## src/rtl/hack_isa_pkg.sv

```systemverilog
// Hack ISA constants: instruction field positions, datapath widths and a
// decoded-instruction view shared by the register/decode stage.
package hack_isa_pkg;

  localparam int DATA_WIDTH = 16;
  localparam int PC_WIDTH   = 15;

  localparam int TYPE     = 15;
  localparam int A_BIT    = 12;
  localparam int COMP_MSB = 11;
  localparam int COMP_LSB = 6;
  localparam int DEST_A   = 5;
  localparam int DEST_D   = 4;
  localparam int DEST_M   = 3;
  localparam int J_LT     = 2;
  localparam int J_EQ     = 1;
  localparam int J_GT     = 0;

  typedef enum logic {
    INSTR_A = 1'b0,
    INSTR_C = 1'b1
  } instr_kind_e;

  typedef struct packed {
    instr_kind_e kind;
    logic        a;
    logic [5:0]  comp;
    logic        dest_a;
    logic        dest_d;
    logic        dest_m;
    logic        j_lt;
    logic        j_eq;
    logic        j_gt;
  } decoded_t;

  // Pure field extraction; instr[14:13] carry no meaning for C-instructions.
  function automatic decoded_t decode(input logic [DATA_WIDTH-1:0] instr);
    decoded_t d;
    d.kind   = instr_kind_e'(instr[TYPE]);
    d.a      = instr[A_BIT];
    d.comp   = instr[COMP_MSB:COMP_LSB];
    d.dest_a = instr[DEST_A];
    d.dest_d = instr[DEST_D];
    d.dest_m = instr[DEST_M];
    d.j_lt   = instr[J_LT];
    d.j_eq   = instr[J_EQ];
    d.j_gt   = instr[J_GT];
    return d;
  endfunction

  // Jump resolution from the ALU flags; 3'b111 always takes.
  function automatic logic jump_taken(input decoded_t d, input logic zr,
                                      input logic ng);
    return (d.j_lt & ng) | (d.j_eq & zr) | (d.j_gt & ~zr & ~ng);
  endfunction

endpackage

```

## src/rtl/hack_pc.sv

```systemverilog
// Program counter: async active-low clear, then load > inc > hold.
module hack_pc
  import hack_isa_pkg::*;
#(
  parameter int W = PC_WIDTH
) (
  input  logic         clk,
  input  logic         rst_n,
  input  logic         load,
  input  logic         inc,
  input  logic [W-1:0] d,
  output logic [W-1:0] q
);

  logic [W-1:0] q_next;

  always_comb begin
    q_next = q;
    if (load) begin
      q_next = d;
    end else if (inc) begin
      q_next = q + W'(1);
    end
  end

  always_ff @(posedge clk or negedge rst_n) begin
    if (!rst_n) begin
      q <= '0;
    end else begin
      q <= q_next;
    end
  end

endmodule

```

## src/rtl/hack_cpu_ctrl.sv

```systemverilog
// Hack CPU register/decode stage: owns A, D and PC, decodes the instruction
// into ALU controls/operands and writes back the ALU result.
module hack_cpu_ctrl
  import hack_isa_pkg::*;
(
  input  logic                  clk,
  input  logic                  rst_n,
  input  logic [DATA_WIDTH-1:0] instr,
  input  logic                  instr_valid,
  input  logic [DATA_WIDTH-1:0] in_m,
  output logic [DATA_WIDTH-1:0] alu_x,
  output logic [DATA_WIDTH-1:0] alu_y,
  output logic                  alu_zx,
  output logic                  alu_nx,
  output logic                  alu_zy,
  output logic                  alu_ny,
  output logic                  alu_f,
  output logic                  alu_no,
  input  logic [DATA_WIDTH-1:0] alu_out,
  input  logic                  alu_zr,
  input  logic                  alu_ng,
  output logic [DATA_WIDTH-1:0] out_m,
  output logic                  write_m,
  output logic [PC_WIDTH-1:0]   address_m,
  output logic [PC_WIDTH-1:0]   pc
);

  // instr_valid is a one-way qualifier with no ready: when high, instr is
  // consumed on this rising edge; when low, no architectural state changes
  // and no memory write is issued.

  decoded_t              dec;
  logic                  is_c;
  logic                  take;
  logic [DATA_WIDTH-1:0] a_reg;
  logic [DATA_WIDTH-1:0] d_reg;
  logic [5:0]            ctrl;

  always_comb begin
    dec  = decode(instr);
    is_c = (dec.kind == INSTR_C);
    take = is_c & jump_taken(dec, alu_zr, alu_ng);
    ctrl = is_c ? dec.comp : 6'b000000;
  end

  assign {alu_zx, alu_nx, alu_zy, alu_ny, alu_f, alu_no} = ctrl;

  assign alu_x     = d_reg;
  assign alu_y     = dec.a ? in_m : a_reg;
  assign out_m     = alu_out;
  assign address_m = a_reg[PC_WIDTH-1:0];
  // rst_n gates the strobe so no write can escape while reset is held.
  assign write_m   = rst_n & instr_valid & is_c & dec.dest_m;

  always_ff @(posedge clk or negedge rst_n) begin
    if (!rst_n) begin
      a_reg <= '0;
    end else if (instr_valid) begin
      if (!is_c) begin
        a_reg <= {1'b0, instr[PC_WIDTH-1:0]};
      end else if (dec.dest_a) begin
        a_reg <= alu_out;
      end
    end
  end

  always_ff @(posedge clk or negedge rst_n) begin
    if (!rst_n) begin
      d_reg <= '0;
    end else if (instr_valid && is_c && dec.dest_d) begin
      d_reg <= alu_out;
    end
  end

  // Jump target is the pre-edge A, even when the same instruction writes A.
  hack_pc #(.W(PC_WIDTH)) u_pc (
    .clk   (clk),
    .rst_n (rst_n),
    .load  (instr_valid & take),
    .inc   (instr_valid & ~take),
    .d     (a_reg[PC_WIDTH-1:0]),
    .q     (pc)
  );

endmodule

```

## config.mk

```make
export PLATFORM = sky130hd
export DESIGN_NAME = hack_cpu_ctrl
export DESIGN_NICKNAME = d
export VERILOG_FILES = /design/src/rtl/hack_isa_pkg.sv /design/src/rtl/hack_pc.sv /design/src/rtl/hack_cpu_ctrl.sv
export SDC_FILE = /design/constraint.sdc
export NUM_CORES = 1
export LEC_CHECK = 0
export CORE_MARGIN = 5
export CORE_UTILIZATION = 38
export CTS_BUF_LIST = sky130_fd_sc_hd__clkbuf_8
export CTS_CLUSTER_DIAMETER = 30
export DETAILED_ROUTE_END_ITERATION = 8
export PLACE_DENSITY = 0.87
export SLEW_MARGIN = 20
export SYNTH_ARGS = -nofsm -noshare
export SYNTH_HDL_FRONTEND = slang
export SYNTH_SLANG_ARGS = --single-unit
```

## constraint.sdc

```tcl
create_clock -name clk -period 1.6 [get_ports clk]
set_input_delay 0.32 -clock clk [delete_from_list [all_inputs] [get_ports clk]]
set_output_delay 0.32 -clock clk [all_outputs]
set_load 0.02 [all_outputs]
```

==> flow_summary_export.csv, run 1 <==
group,metric,value,unit
sta,holdWs,0.152,ns
grt,antenna_found_initial,0,
clocking,clock_latency,0.29,ns
clocking,htreeDepth,2,
clocking,clockRootBuffer,"clkbuf_8",
sta,max_freq,635,MHz
critical_path,end_kind,"output port",
clocking,tritoncts,"yes",
sta,finalCriticalPeriod,1.58,ns
floorplanning,start_util,38.7,%
place,dp_hpwl,7120,um
route,wirelength,9230,um
synthesis,ys_seq_elements,47,
grt,grt_use_total,20.5,%
clocking,cts.sinks,47,
floorplanning,core_area,7210,sq um
clocking,ctsHoldBuffers,0,
cells_and_area,areaGrowthSynthToFinish,64.7,%
synthesis,ys_warn_count,0,
sta,hold_viol_final,0,
cells_and_area,most-common-layout-cells,"buf_4 (62), dlygate4sd2_1 (60), dfrtp_1 (45), clkdlybuf4s50_1 (45), mux2_2 (31)",
route,via_per_inst,4.93,
floorplanning,fp.dieW,95.8,um
route,wl_per_cell,17.2,um
critical_path,required,1.28,ns
route,first_pass_iters,4,
synthesis,syn_area_per_cell,10.3,sq um
critical_path,worstSetupPathType,"in -> out",
critical_path,worst_setup_path_start_kind,"input port",
flow_run,cap_violations,0,
cells_and_area,nets,489,
clocking,cts.path.max_buffers,2,
synthesis,ys_top_cells_by_area,"dfrtp_1 (42%), mux2_2 (12%), buf_4 (8.6%)",
clocking,clkTransAtPathRegs,0.09,ns
critical_path,crit_fanout,1,
grt,grt_overflow_total,0,
floorplanning,dieHeight,95.8,um
critical_path,path_cells,"clkdlybuf4s50_1 -> mux2_2 -> clkdlybuf4s15_1",
sta,setup_viol,0,
cells_and_area,post-route-util,63.8,%
sta,slew_violations,0,
synthesis,synth_area,2800,sq um
cells_and_area,fill_cells,622,
cells_and_area,n_antenna_cell,0,
synthesis,yosysSeqAreaShare,42.1,%
floorplanning,num_rows,31,
synthesis,synth_nets,325,
power_and_ir_drop,pwr_density_cell,1000,nW/um^2
route,route.detailed.drc,0,
synthesis,synth_top_area_share,42.1,%
route,vias,2636,
clocking,cts_buffers,5,
cells_and_area,multiInputGateArea,1320,sq um
sta,min_period_over_period,98.4,%
synthesis,netlist_instances,271,
sta,tightest_slew,0.620,ns
route,ant_nets,0,
floorplanning,die_area,9170,sq um
route,drt-initial-drc-count,69,
cells_and_area,layout-drive-gt1-share,32.6,%
critical_path,r2r_setup_slack,0.08,ns
sta,rsz0062_at_grt,"no",
status,outcome,"completed",
sta,slew_headroom,58.7,%
grt,grt_max_degree,48,
sta,clock_skew,0.0105,ns
synthesis,ys_types,33,
place,gp_congestion,0.854,
cells_and_area,seq_area,1180,sq um
power_and_ir_drop,total_leakage_power,2.25,nW
grt,grt_pass1_wl,14500,um
grt,first_global_vias,2791,
synthesis,synth_top_area_cell,"dfrtp_1",
place,port_buffers,137,
cells_and_area,final_common_cell,"buf_4",
critical_path,cp_slowest_cell,"clkdlybuf4s50_1",
power_and_ir_drop,ir_drop,0.000468,V
worst_hold_path,hp-class,"in -> async",
critical_path,critPathMaxStageDelay,0.39,ns
floorplanning,ios,138,
critical_path,arrival,1.26,ns
==> critical path: cells and delay by family <==
kind     cells  cell delay, ns
mux          1            0.26
buf+inv      2            0.68
==> routing by layer <==
metal,routed length (um),up-vias,global-route usage (%)
met4,178,0,6.04
met5,0,-,0
met3,668,16,5.55
met2,4830,112,35.8
met1,3550,1252,24.7
li1,-,1256,-
==> synthesized netlist by cell type <==
cell / number
mux2i_1: 19
a2bb2oi_1: 2
xor2_1: 5
inv_1: 3
clkbuf_1: 4
nand3_2: 2
a21oi_1: 8
and4_1: 7
nand3_1: 8
buf_6: 2
buf_1: 1
xnor2_1: 2
dfrtp_1: 47
buf_2: 10
o221a_2: 3
o211ai_2: 1
nor3b_1: 2
or3b_1: 1
o21ai_0: 20
buf_4: 32
and2_1: 8
a21boi_0: 4
nor3_1: 1
a22o_1: 1
o211ai_1: 1
a221oi_2: 1
nand2_1: 23
mux2_2: 31
nor2_1: 8
nand4_1: 7
nor2b_1: 2
ha_1: 1
and3_1: 4
==> what timing repair did <==
action	CTS	global route
setup buffers	7	0
resized for setup	127	29
cloned	2	0
setup endpoints to repair	84	25
pin swaps	3	0
==> final timing paths <==
kind | from | cells past startpoint | to
max | in_m[11] | 3 | alu_y[11]
min | rst_n | 2 | alu_x[4]$_DFFE_PN0P_
max reg2reg | u_pc.q[0]$_DFFE_PN0P_ | 5 | u_pc.q[10]$_DFFE_PN0P_
min reg2reg | alu_x[10]$_DFFE_PN0P_ | 1 | alu_x[10]$_DFFE_PN0P_
max in group asynchronous | rst_n | 2 | u_pc.q[1]$_DFFE_PN0P_
min in group clk | instr[1] | 3 | a_reg[1]$_DFFE_PN0P_
==> layout make-up <==
cell class	instances	share of cell area [%]
well taps	99	2.69
multi-input cells	172	28.6
inverters	3	0.245
flip-flops and latches	47	25.6
clock inverters	2	0.190
repair buffers	206	40.9
clock buffers	6	1.79
==> logic make-up after synthesis <==
group / Yosys count / synth area share (%)
DFF: 47 / 42.1
AOI/OAI and AO/OA: 41 / 9.49
buffers and inverters: 52 / 12.3
xor gates and xnor gates: 7 / 2.19
muxes: 50 / 19.3
and+or+nand+nor: 73 / 14.2
adders and majority gates: 1 / 0.448
==> per-stage QoR <==
step	setup TNS (ns)	total power, W	instances	worst slack [ns]	area [sq um]
floorplan	0	0.00284	271	0.0282	2800
global placement	-23.37	0.00396	518	-0.610	4470
detailed placement	-23.78	0.00403	518	-0.631	4470
CTS	0	0.00462	535	0.00136	4620
global route	0	0.00487	535	0.000174	4600
finish	0	0.00460	535	0.0249	4600
==> power breakdown <==
| part | switching [W] | leakage, nW | internal (W) |
|---|---|---|---|
| sequential | 0.000233 | 0.557 | 0.00145 |
| combinational | 0.00111 | 1.64 | 0.00106 |
| clock | 0.000401 | 0.0524 | 0.000344 |
| total | 0.00175 | 2.25 | 0.00285 |
Note: power is estimated with default switching activity, not from simulation.
==> run 2: changes to the inputs <==
Settings changed: CELL_PAD_IN_SITES_DETAIL_PLACEMENT set to 1, CELL_PAD_IN_SITES_GLOBAL_PLACEMENT set to 2, CORE_MARGIN 5 to 1, CORE_UTILIZATION 38 to 22.
Clock period 1.6 ns to 1.4 ns, I/O delays scaled along.
==> flow_summary_export.csv, run 2 (synthesized netlist as in run 1, its figures left out) <==
group,metric,value,unit
status,outcome,"finished, violations left",
status,violations,"setup timing",
critical_path,required,1.59,ns
clocking,tritoncts,"yes",
critical_path,r2r_setup_slack,-0.06,ns
sta,finalCriticalPeriod,1.46,ns
critical_path,worstSetupPathType,"reg -> reg",
sta,hold_viol_final,0,
clocking,cts_buffers,5,
route,wirelength,9980,um
place,gp_congestion,0.762,
route,drt-initial-drc-count,65,
place,port_buffers,137,
power_and_ir_drop,total_power,0.00542,W
route,via_per_inst,4.28,
critical_path,rr_endpoint,"u_pc.q[10]$_DFFE_PN0P_",
clocking,cts.sinks,47,
sta,tightest_slew,0.623,ns
place,post-place-ws,-0.764,ns
route,first_pass_iters,4,
power_and_ir_drop,ir_drop,0.000430,V
sta,slew_headroom,58.4,%
route,ant_nets,0,
power_and_ir_drop,pwr_density_cell,1140,nW/um^2
worst_hold_path,hp-class,"in -> async",
power_and_ir_drop,total_leakage_power,2.23,nW
clocking,clkTransAtPathRegs,0.09,ns
clocking,clockRootBuffer,"clkbuf_8",
floorplanning,ios,138,
floorplanning,fp.dieW,115,um
critical_path,arrival,1.66,ns
critical_path,path_cells,"ha_4 -> and4_4 -> nand3_4 -> or3b_1 -> o221a_2",
cells_and_area,nets,496,
grt,first_global_vias,2978,
clocking,cts.path.max_buffers,2,
grt,antenna_found_initial,0,
floorplanning,dieHeight,115,um
route,route.detailed.drc,0,
sta,rsz0062_at_grt,"yes",
cells_and_area,n_antenna_cell,0,
clocking,htreeDepth,2,
grt,grt_pass1_wl,15800,um
critical_path,cp_slowest_cell,"dfrtp_2",
sta,clock_skew,0.0107,ns
critical_path,worst-r2r-cell-count,5,
floorplanning,start_util,22.9,%
critical_path,cp-startpoint,"u_pc.q[0]$_DFFE_PN0P_",
sta,min_period_over_period,105,%
grt,grt_use_total,15.7,%
critical_path,end_kind,"flop",
critical_path,worst_setup_path_start_kind,"flop",
route,wl_per_cell,16.4,um
clocking,clock_latency,0.30,ns
cells_and_area,final_common_cell,"buf_4",
critical_path,crit_fanout,3,
grt,grt_overflow_total,0,
flow_run,cap_violations,0,
sta,setup_viol,3,
route,vias,2613,
cells_and_area,layout-drive-gt1-share,41.6,%
sta,max_freq,683,MHz
floorplanning,core_area,12200,sq um
cells_and_area,areaGrowthSynthToFinish,70.7,%
critical_path,r2r_start,"u_pc.q[0]$_DFFE_PN0P_",
floorplanning,num_rows,40,
place,dp_hpwl,7770,um
grt,grt_max_degree,48,
clocking,ctsHoldBuffers,0,
sta,finalWorstSetupSlack,-0.0646,ns
critical_path,critPathMaxStageDelay,0.40,ns
floorplanning,die_area,13200,sq um
critical_path,endpoint,"u_pc.q[10]$_DFFE_PN0P_",
cells_and_area,most-common-layout-cells,"buf_4 (67), dfrtp_1 (41), clkdlybuf4s50_1 (41), dlygate4sd2_1 (36), mux2_2 (26)",
sta,slew_violations,0,
run 2: report_power, final:
group          internal [W]  switching (W)  total [W]
clock network      0.000331       0.000457   0.000788
registers           0.00167       0.000231    0.00191
logic               0.00134        0.00139    0.00273
total               0.00335        0.00208    0.00542
run 2: layout make-up:
cell class | count | area, sq um
sequential | 47 | 1180
fill | 1407 | 7440
inverter | 3 | 11.3
tap | 168 | 210
multi-input combinational | 172 | 1370
clock buffer | 5 | 68.8
timing repair buffer | 213 | 1920
clock inverter | 2 | 7.51
run 2: how the worst min path moves through the flow:
stage,start,end,slack (ns),cells after the start
after global routing,rst_n,u_pc.q[4]$_DFFE_PN0P_,0.22,2
after CTS,rst_n,u_pc.q[4]$_DFFE_PN0P_,0.19,2
final,rst_n,u_pc.q[4]$_DFFE_PN0P_,0.15,2
after detailed placement,alu_x[8]$_DFFE_PN0P_,alu_x[8]$_DFFE_PN0P_,0.50,1
after global placement,alu_x[8]$_DFFE_PN0P_,alu_x[8]$_DFFE_PN0P_,0.49,1
after floorplan,rst_n,a_reg[0]$_DFFE_PN0P_,-0.02,0
run 2: worst max-delay path: cells and delay by family, from the launching register on:
kind / cells / cell delay (ns)
AO/OA/AOI/OAI: 1 / 0.13
adder cells (fa/ha/maj): 1 / 0.13
flip-flops: 1 / 0.40
AND/OR/NAND/NOR: 3 / 0.70
run 2: repair_timing:
item,CTS,global route
endpoints found under the setup margin,131,43
buffers inserted,4,1
cloned,2,0
gates resized for setup,253,46
pin swaps,7,7
run 2: per-layer routing:
metal | part of all wire, % | global-route usage [%] | routed length (um) | vias to the layer above
li1 | - | - | - | 1261
met2 | 51 | 27.8 | 5100 | 82
met3 | 5.7 | 3.60 | 565 | 13
met1 | 41 | 18.8 | 4110 | 1257
met4 | 2.1 | 4.94 | 210 | 0
met5 | 0 | 0 | 0 | -
run 2: per-stage QoR:
stage / utilization, % / instances / instance area [sq um] / hold slack (ns) / setup TNS [ns]
2_1_floorplan: - / 271 / 2820 / -0.0156 / -0.0948
3_3_place_gp: 37.9 / 596 / 4630 / 0.486 / -37.37
3_5_place_dp: 37.9 / 596 / 4630 / 0.495 / -38.89
4_1_cts: 38.6 / 609 / 4720 / 0.186 / -0.136
5_1_grt: 39.1 / 610 / 4770 / 0.217 / -0.568
6_report: 39.1 / 610 / 4770 / 0.150 / -0.104
==> run 3: changes to the inputs <==
Settings changed: CELL_PAD_IN_SITES_DETAIL_PLACEMENT 1 to 0, CELL_PAD_IN_SITES_GLOBAL_PLACEMENT 2 to 1, CORE_UTILIZATION 22 to 28, PLACE_DENSITY 0.87 to 0.88.
==> flow_summary_export.csv, run 3 (synthesized netlist as in run 1, its figures left out) <==
group,metric,value,unit
status,outcome,"finished, violations left",
status,violations,"setup timing",
floorplanning,dieHeight,102,um
critical_path,arrival,1.65,ns
floorplanning,ios,138,
critical_path,worstSetupPathType,"reg -> reg",
cells_and_area,seq_area,1180,sq um
route,route.detailed.drc,0,
floorplanning,num_rows,36,
power_and_ir_drop,ir_drop,0.000440,V
floorplanning,die_area,10400,sq um
worst_hold_path,hp-class,"in -> async",
sta,max_freq,686,MHz
cells_and_area,finalNonFillerCells,577,
clocking,cts.path.max_buffers,2,
sta,finalCriticalPeriod,1.46,ns
power_and_ir_drop,total_leakage_power,2.24,nW
cells_and_area,fill_cells,942,
sta,clock_skew,0.00894,ns
cells_and_area,design_area,4770,sq um
critical_path,r2r_start,"u_pc.q[1]$_DFFE_PN0P_",
sta,hold_viol_final,0,
clocking,clock_latency,0.30,ns
sta,finalWorstSetupSlack,-0.0581,ns
floorplanning,fp.dieW,102,um
route,wirelength,8950,um
flow_run,cap_violations,0,
grt,antenna_found_initial,1,
cells_and_area,areaGrowthSynthToFinish,70.5,%
critical_path,required,1.59,ns
clocking,tritoncts,"yes",
sta,rsz0062_at_grt,"yes",
route,ant_nets,0,
cells_and_area,final_common_cell,"buf_4",
sta,tightest_slew,0.629,ns
place,gp_congestion,0.770,
cells_and_area,most-common-layout-cells,"buf_4 (64), dfrtp_1 (42), clkdlybuf4s50_1 (42), dlygate4sd2_1 (35), mux2_2 (28)",
route,wl_per_cell,15.5,um
sta,slew_violations,0,
clocking,cts.sinks,47,
place,port_buffers,137,
route,via_per_inst,4.54,
cells_and_area,n_antenna_cell,0,
grt,grt_use_total,17.9,%
grt,grt_pass1_wl,14200,um
power_and_ir_drop,pwr_density_cell,1150,nW/um^2
cells_and_area,nets,497,
floorplanning,core_area,9730,sq um
sta,setup_tns,-0.0581,ns
place,place_area,4590,sq um
route,top_layer,"met5",
route,first_pass_iters,4,
route,wl_met2,4620,um
clocking,clockRootBuffer,"clkbuf_8",
critical_path,rr_endpoint,"u_pc.q[10]$_DFFE_PN0P_",
critical_path,worst-r2r-cell-count,5,
place,post-place-cells,560,
grt,grt_max_degree,48,
cells_and_area,multiInputGateArea,1370,sq um
floorplanning,start_util,28.7,%
sta,setup_viol,1,
critical_path,worst_setup_path_start_kind,"flop",
cells_and_area,post-route-util,49.0,%
route,route.met3.wl,476,um
critical_path,r2r_setup_slack,-0.06,ns
power_and_ir_drop,total_power,0.00549,W
grt,grt_overflow_total,0,
clocking,htreeDepth,2,
clocking,cts_buffers,5,
route,wl_met1,3760,um
sta,slew_headroom,58.1,%
route,vias,2618,
grt,first_global_vias,2714,
cells_and_area,layout-drive-gt1-share,42.6,%
route,drt-initial-drc-count,43,
place,dp_hpwl,6790,um
critical_path,end_kind,"flop",
clocking,clkTransAtPathRegs,0.09,ns
sta,min_period_over_period,104,%
critical_path,crit_fanout,4,
[run 3: critical path, cell delays in order, from the launching register on]
cell	delay [ns]
dfrtp_2	0.39
ha_4	0.14
and4_4	0.26
nand3_2	0.09
or3b_1	0.36
o221a_2	0.13
[run 3: area by class of cell]
class	count	share of cell area, %
timing repair buffer	214	40.6
clock inverter	1	0.0788
clock buffer	7	2.02
sequential	47	24.8
multi-input combinational	172	28.7
inverter	3	0.236
tap	133	3.49
[run 3: metrics by stage]
stage	hold slack (ns)	setup WS (ns)
floorplan	-0.0156	-0.0948
global placement	0.488	-0.732
detailed placement	0.498	-0.735
CTS	0.206	-0.0569
global route	0.241	-0.112
finish	0.182	-0.0581
[run 3: where the power goes]
part / switching, W / internal (W) / total, W / leakage, nW
combinational: 0.00138 / 0.00131 / 0.00269 / 1.63
sequential: 0.000219 / 0.00167 / 0.00189 / 0.555
clock: 0.000465 / 0.000445 / 0.000910 / 0.0557
[run 3: layer usage]
| metal | up-vias | global-route usage, % |
|---|---|---|
| met2 | 74 | 31.7 |
| met1 | 1266 | 22.5 |
| met5 | - | 0 |
| met4 | 2 | 4.84 |
| li1 | 1270 | - |
| met3 | 6 | 3.21 |
[run 3: how the worst max path moves through the flow]
stage	startpoint	end	slack (ns)	cells past startpoint
finish	u_pc.q[1]$_DFFE_PN0P_	u_pc.q[10]$_DFFE_PN0P_	-0.06	5
global route	u_pc.q[1]$_DFFE_PN0P_	u_pc.q[10]$_DFFE_PN0P_	-0.11	5
floorplan	u_pc.q[0]$_DFFE_PN0P_	u_pc.q[10]$_DFFE_PN0P_	-0.09	5
CTS	u_pc.q[1]$_DFFE_PN0P_	u_pc.q[10]$_DFFE_PN0P_	-0.06	5
detailed placement	instr[12]	alu_y[5]	-0.74	4
global placement	instr[12]	alu_y[5]	-0.73	4
[run 3: repair_timing]
action	4_1_cts	5_1_grt
pin swaps	6	9
hold buffers	0	0
buffers inserted	7	0
hold endpoints to repair	0	0
cloned	2	0
resized for setup	253	46
endpoints found under the setup margin	131	49
==> edit 1: new RTL, flow settings as in run 3 <==
Make the reset (`rst_n`) synchronous in 3 clocked blocks. Comments in the files are not updated.
--- a/src/rtl/hack_pc.sv
+++ b/src/rtl/hack_pc.sv
@@ -24,5 +24,5 @@
   end
 
-  always_ff @(posedge clk or negedge rst_n) begin
+  always_ff @(posedge clk) begin
     if (!rst_n) begin
       q <= '0;
--- a/src/rtl/hack_cpu_ctrl.sv
+++ b/src/rtl/hack_cpu_ctrl.sv
@@ -53,5 +53,5 @@
   assign write_m   = rst_n & instr_valid & is_c & dec.dest_m;
 
-  always_ff @(posedge clk or negedge rst_n) begin
+  always_ff @(posedge clk) begin
     if (!rst_n) begin
       a_reg <= '0;
@@ -65,5 +65,5 @@
   end
 
-  always_ff @(posedge clk or negedge rst_n) begin
+  always_ff @(posedge clk) begin
     if (!rst_n) begin
       d_reg <= '0;
Formal check against the unedited RTL: differs if rst_n is asserted again (counterexample within 4 cycles, from zero or initial values and one cycle with rst_n low); with rst_n held inactive, the same outputs for 10 cycles.
==> edit 1 against run 3 <==
The run still ends with setup timing left. Setup slack improved by 6.3 ps. Sequential cell count stayed put. Critical path depth unchanged. Routed wire length increased by 6.0%. Non-clock buffer count grew 6. Synthesized area fell by 4.3%. Via count is 12% higher. Sequential share of layout area fell by 4.2 points. First-iteration DRC count grew to 3.0 times the old value. Global-route usage rose by 1.4 points. Design area is 1.0% lower.
Power is not compared: it rests on default switching activity, and its combinational part moved more than twofold at a synthesized area within 25%.
==> edit 1: results (changes against run 3) <==
metric;value;unit;change
synth cell count leaders;dfxtp_1 (47), nand2_1 (44), buf_4 (31), a21oi_1 (23), nor2_1 (21);;was dfrtp_1 (47), buf_4 (32), mux2_2 (31), nand2_1 (23), o21ai_0 (20)
wire length of the first global-routing pass;15.0;mm;was 14.2 mm
Placed Area;4560;µm²;was 4590 µm²
Worst path max stage delay;480;ps;was 390 ps
reg-to-reg startpoint;u_pc.q[1];;unchanged
synthesized area per cell;8.39;µm²;was 10.3 µm²
Synth area leaders;dfxtp_1 (35%), buf_4 (8.7%), mux2_2 (6.7%);;was dfrtp_1 (42%), mux2_2 (12%), buf_4 (8.6%)
multi-input logic area;1520;µm²;was 1370 µm²
Post-Route M1 WL;4.10;mm;was 3.76 mm
Post-Syn Nets;373;;was 325
fin worst setup slack;-51.8;ps;was -58.1 ps
worst hold path type;primary input to register;;was primary input to async pin
failing checks;setup timing;;unchanged
initial antenna violation count;0;;was 1
met2 WL;4.70;mm;was 4.62 mm
GP Congestion;0.829;;was 0.770
fin cells;625;;was 577
HPWL after DPL;7.02;mm;was 6.79 mm
Synth cell types;48;;was 33
Inst Count DP;609;;was 560
sequential share of the synthesized area;0.352;;was 0.421
status;complete, but fails checks;;unchanged
Overall Global Routing Usage;0.193;;was 0.179
Crit-path slowest cell;or4b_1;;was dfrtp_2
share of cells above drive strength 1;0.361;;was 0.426
actual slew at the worst max-slew pin;269;ps;was 629 ps
Post-Place Worst Slack;-745;ps;was -735 ps
Fillers;876;;was 942
Top Layer Used;met4;;was met5
Final setup viols;2;;was 1
largest net degree at the start of global routing;29;;was 48
drt initial violations;131;;was 43
## edit 1: through the flow
| stage | TNS [ps] | hold WS, ps |
|---|---|---|
| finish | -94.7 | 354 |
| global route | -337 | 379 |
| detailed placement | -43320 | 449 |
| CTS | -128 | 456 |
| floorplan | -121 | 408 |
| global placement | -41760 | 441 |
## edit 1: cell families (layout without fill, tap and decap cells)
| family | count (synthesis) | after routing | share of synthesized area |
|---|---|---|---|
| mux | 33 | 33 | 0.131 |
| simple gates | 108 | 108 | 0.202 |
| xor+xnor | 7 | 7 | 0.0229 |
| compound gates | 67 | 68 | 0.161 |
| flops | 47 | 47 | 0.352 |
| buf+inv | 56 | 232 | 0.127 |
| fa+ha+maj | 1 | 1 | 0.00468 |
## edit 1: repair_timing
action,in CTS,in global routing
resized for setup,203,58
endpoints found under the setup margin,130,42
setup buffers,3,1
pin swaps,6,15
cloned,3,1
## edit 1: path summary, 6_finish.rpt
kind	to	slack [ps]	cells past startpoint
max	u_pc.q[12]	-50	5
min	a_reg[0]	350	3
max reg2reg	u_pc.q[12]	-50	5
min reg2reg	alu_x[14]	450	2
## edit 1: area by class of cell
class	instances	area share
Clock buffer	5	0.0146
Tap cell	129	0.0342
Timing Repair Buffer	220	0.416
Sequential cell	47	0.206
Clock inverter	3	0.00345
Inverter	4	0.00318
Multi-Input combinational cell	217	0.323
## edit 1: power groups by stage
stage	Sequential, mW	Clock [mW]	Combinational (mW)
floorplan	1.55	0	0.509
global placement	1.49	0	1.18
global route	1.47	0.891	1.26
CTS	1.46	0.836	1.14
finish	1.46	0.819	1.18
detailed placement	1.50	0	1.19
## edit 1: worst register-to-register path: cells and delay by family, from the launching register on
kind,cells,cell delay [ps]
flops,1,370
compound gates,1,130
fa+ha+maj,1,130
simple gates,3,750
==> edit 2: new RTL, config.mk and constraints of run 3 <==
Without the edit above. Put a register stage on the output `alu_y`, with the module's reset. The value now appears one clock later. The other outputs are not delayed to match.
--- a/src/rtl/hack_cpu_ctrl.sv
+++ b/src/rtl/hack_cpu_ctrl.sv
@@ -47,5 +47,11 @@
 
   assign alu_x     = d_reg;
-  assign alu_y     = dec.a ? in_m : a_reg;
+  always_ff @(posedge clk or negedge rst_n) begin
+    if (!rst_n) begin
+      alu_y <= '0;
+    end else begin
+      alu_y <= dec.a ? in_m : a_reg;
+    end
+  end
   assign out_m     = alu_out;
   assign address_m = a_reg[PC_WIDTH-1:0];
Function: changed (a bounded check fails within 4 cycles, from zero or initial values and one cycle with rst_n low).
==> edit 2 against run 3 <==
Routed wire length up 2.8%. Design area is 8.9% higher. Core utilization is 1.1 points lower. Non-clock buffer count shrank 3. Total power up 17%. Via count increased by 3.8%. Setup slack gained 73 ps. Synthesized area is 11% higher. Sequential power increased by 28%. Sequential share of layout area rose by 5.8 points. Clock skew is 3.5 ps lower. Worst hold slack got worse by 16 ps. Synthesized cell count increased by 4.8%. Critical endpoint is now out_m[10]. Largest cell class unchanged. Critical path type is now primary input to output port. Sequential cell count up 16.
==> edit 2: results (changes against run 3) <==
metric;value;unit;change
wire length of the first global-routing pass;14.5;mm;was 14.2 mm
invs w/o clock;5;;was 3
Resized cells post-CTS;145;;was 253
FFs & Latches;63;;was 47
Inst Count DP;580;;was 560
Synth area leaders;dfrtp_1 (51%), mux2_2 (11%), buf_4 (7.7%);;was dfrtp_1 (42%), mux2_2 (12%), buf_4 (8.6%)
met1 Use GR;0.205;;was 0.225
multi-input logic area;1330;µm²;was 1370 µm²
met3 WL;513;µm;was 476 µm
leakage power total;2.44;nW;was 2.24 nW
met2 WL;4.64;mm;was 4.62 mm
Comb pwr share;0.371;;was 0.490
sequential share of the synthesized area;0.508;;was 0.421
buffers outside the clock class;211;;was 214
Synth Cell Area;3100;µm²;was 2800 µm²
WP data arrival;1110;ps;was 1650 ps
Fillers;1010;;was 942
Layout non-clock buf frac;0.362;;was 0.406
Flop pwr share;0.378;;was 0.344
Worst path max stage delay;480;ps;was 390 ps
multi-input gates;171;;was 172
GR met2 Demand/Resource;0.286;;was 0.317
Post-Route M1 WL;3.98;mm;was 3.76 mm
status;completed;;was complete, but fails checks
WL/cell;15.2;µm;was 15.5 µm
==> edit 2: cell types whose count changed after synthesis, sizes merged, moves of 4 or more <==
cell | run 3 | this run
a211o | 0 | 4
a21boi | 4 | 0
a21oi | 8 | 2
and4 | 7 | 0
buf | 45 | 40
dfrtp | 47 | 63
mux2i | 19 | 14
nand2 | 23 | 33
nand3 | 10 | 6
nor3 | 1 | 7
o21ai | 20 | 27
==> edit 2: cells by family after synthesis <==
logic type / Yosys count / share of synthesized area
AO/OA/AOI/OAI: 43 / 0.0879
XOR/XNOR: 7 / 0.0198
adder cells (fa/ha/maj): 1 / 0.00403
buffers and inverters: 50 / 0.104
flip-flops: 63 / 0.508
multiplexers: 45 / 0.158
AND/OR/NAND/NOR: 75 / 0.119
==> edit 2: final timing paths <==
kind,to,slack [ps],cells after the start
setup / recovery,out_m[10],10,2
min in group clk,a_reg[2],470,3
max in group asynchronous,u_pc.q[1],640,2
hold reg to reg,alu_x[15],510,1
hold / removal,a_reg[3],170,2
setup reg to reg,u_pc.q[10],30,5
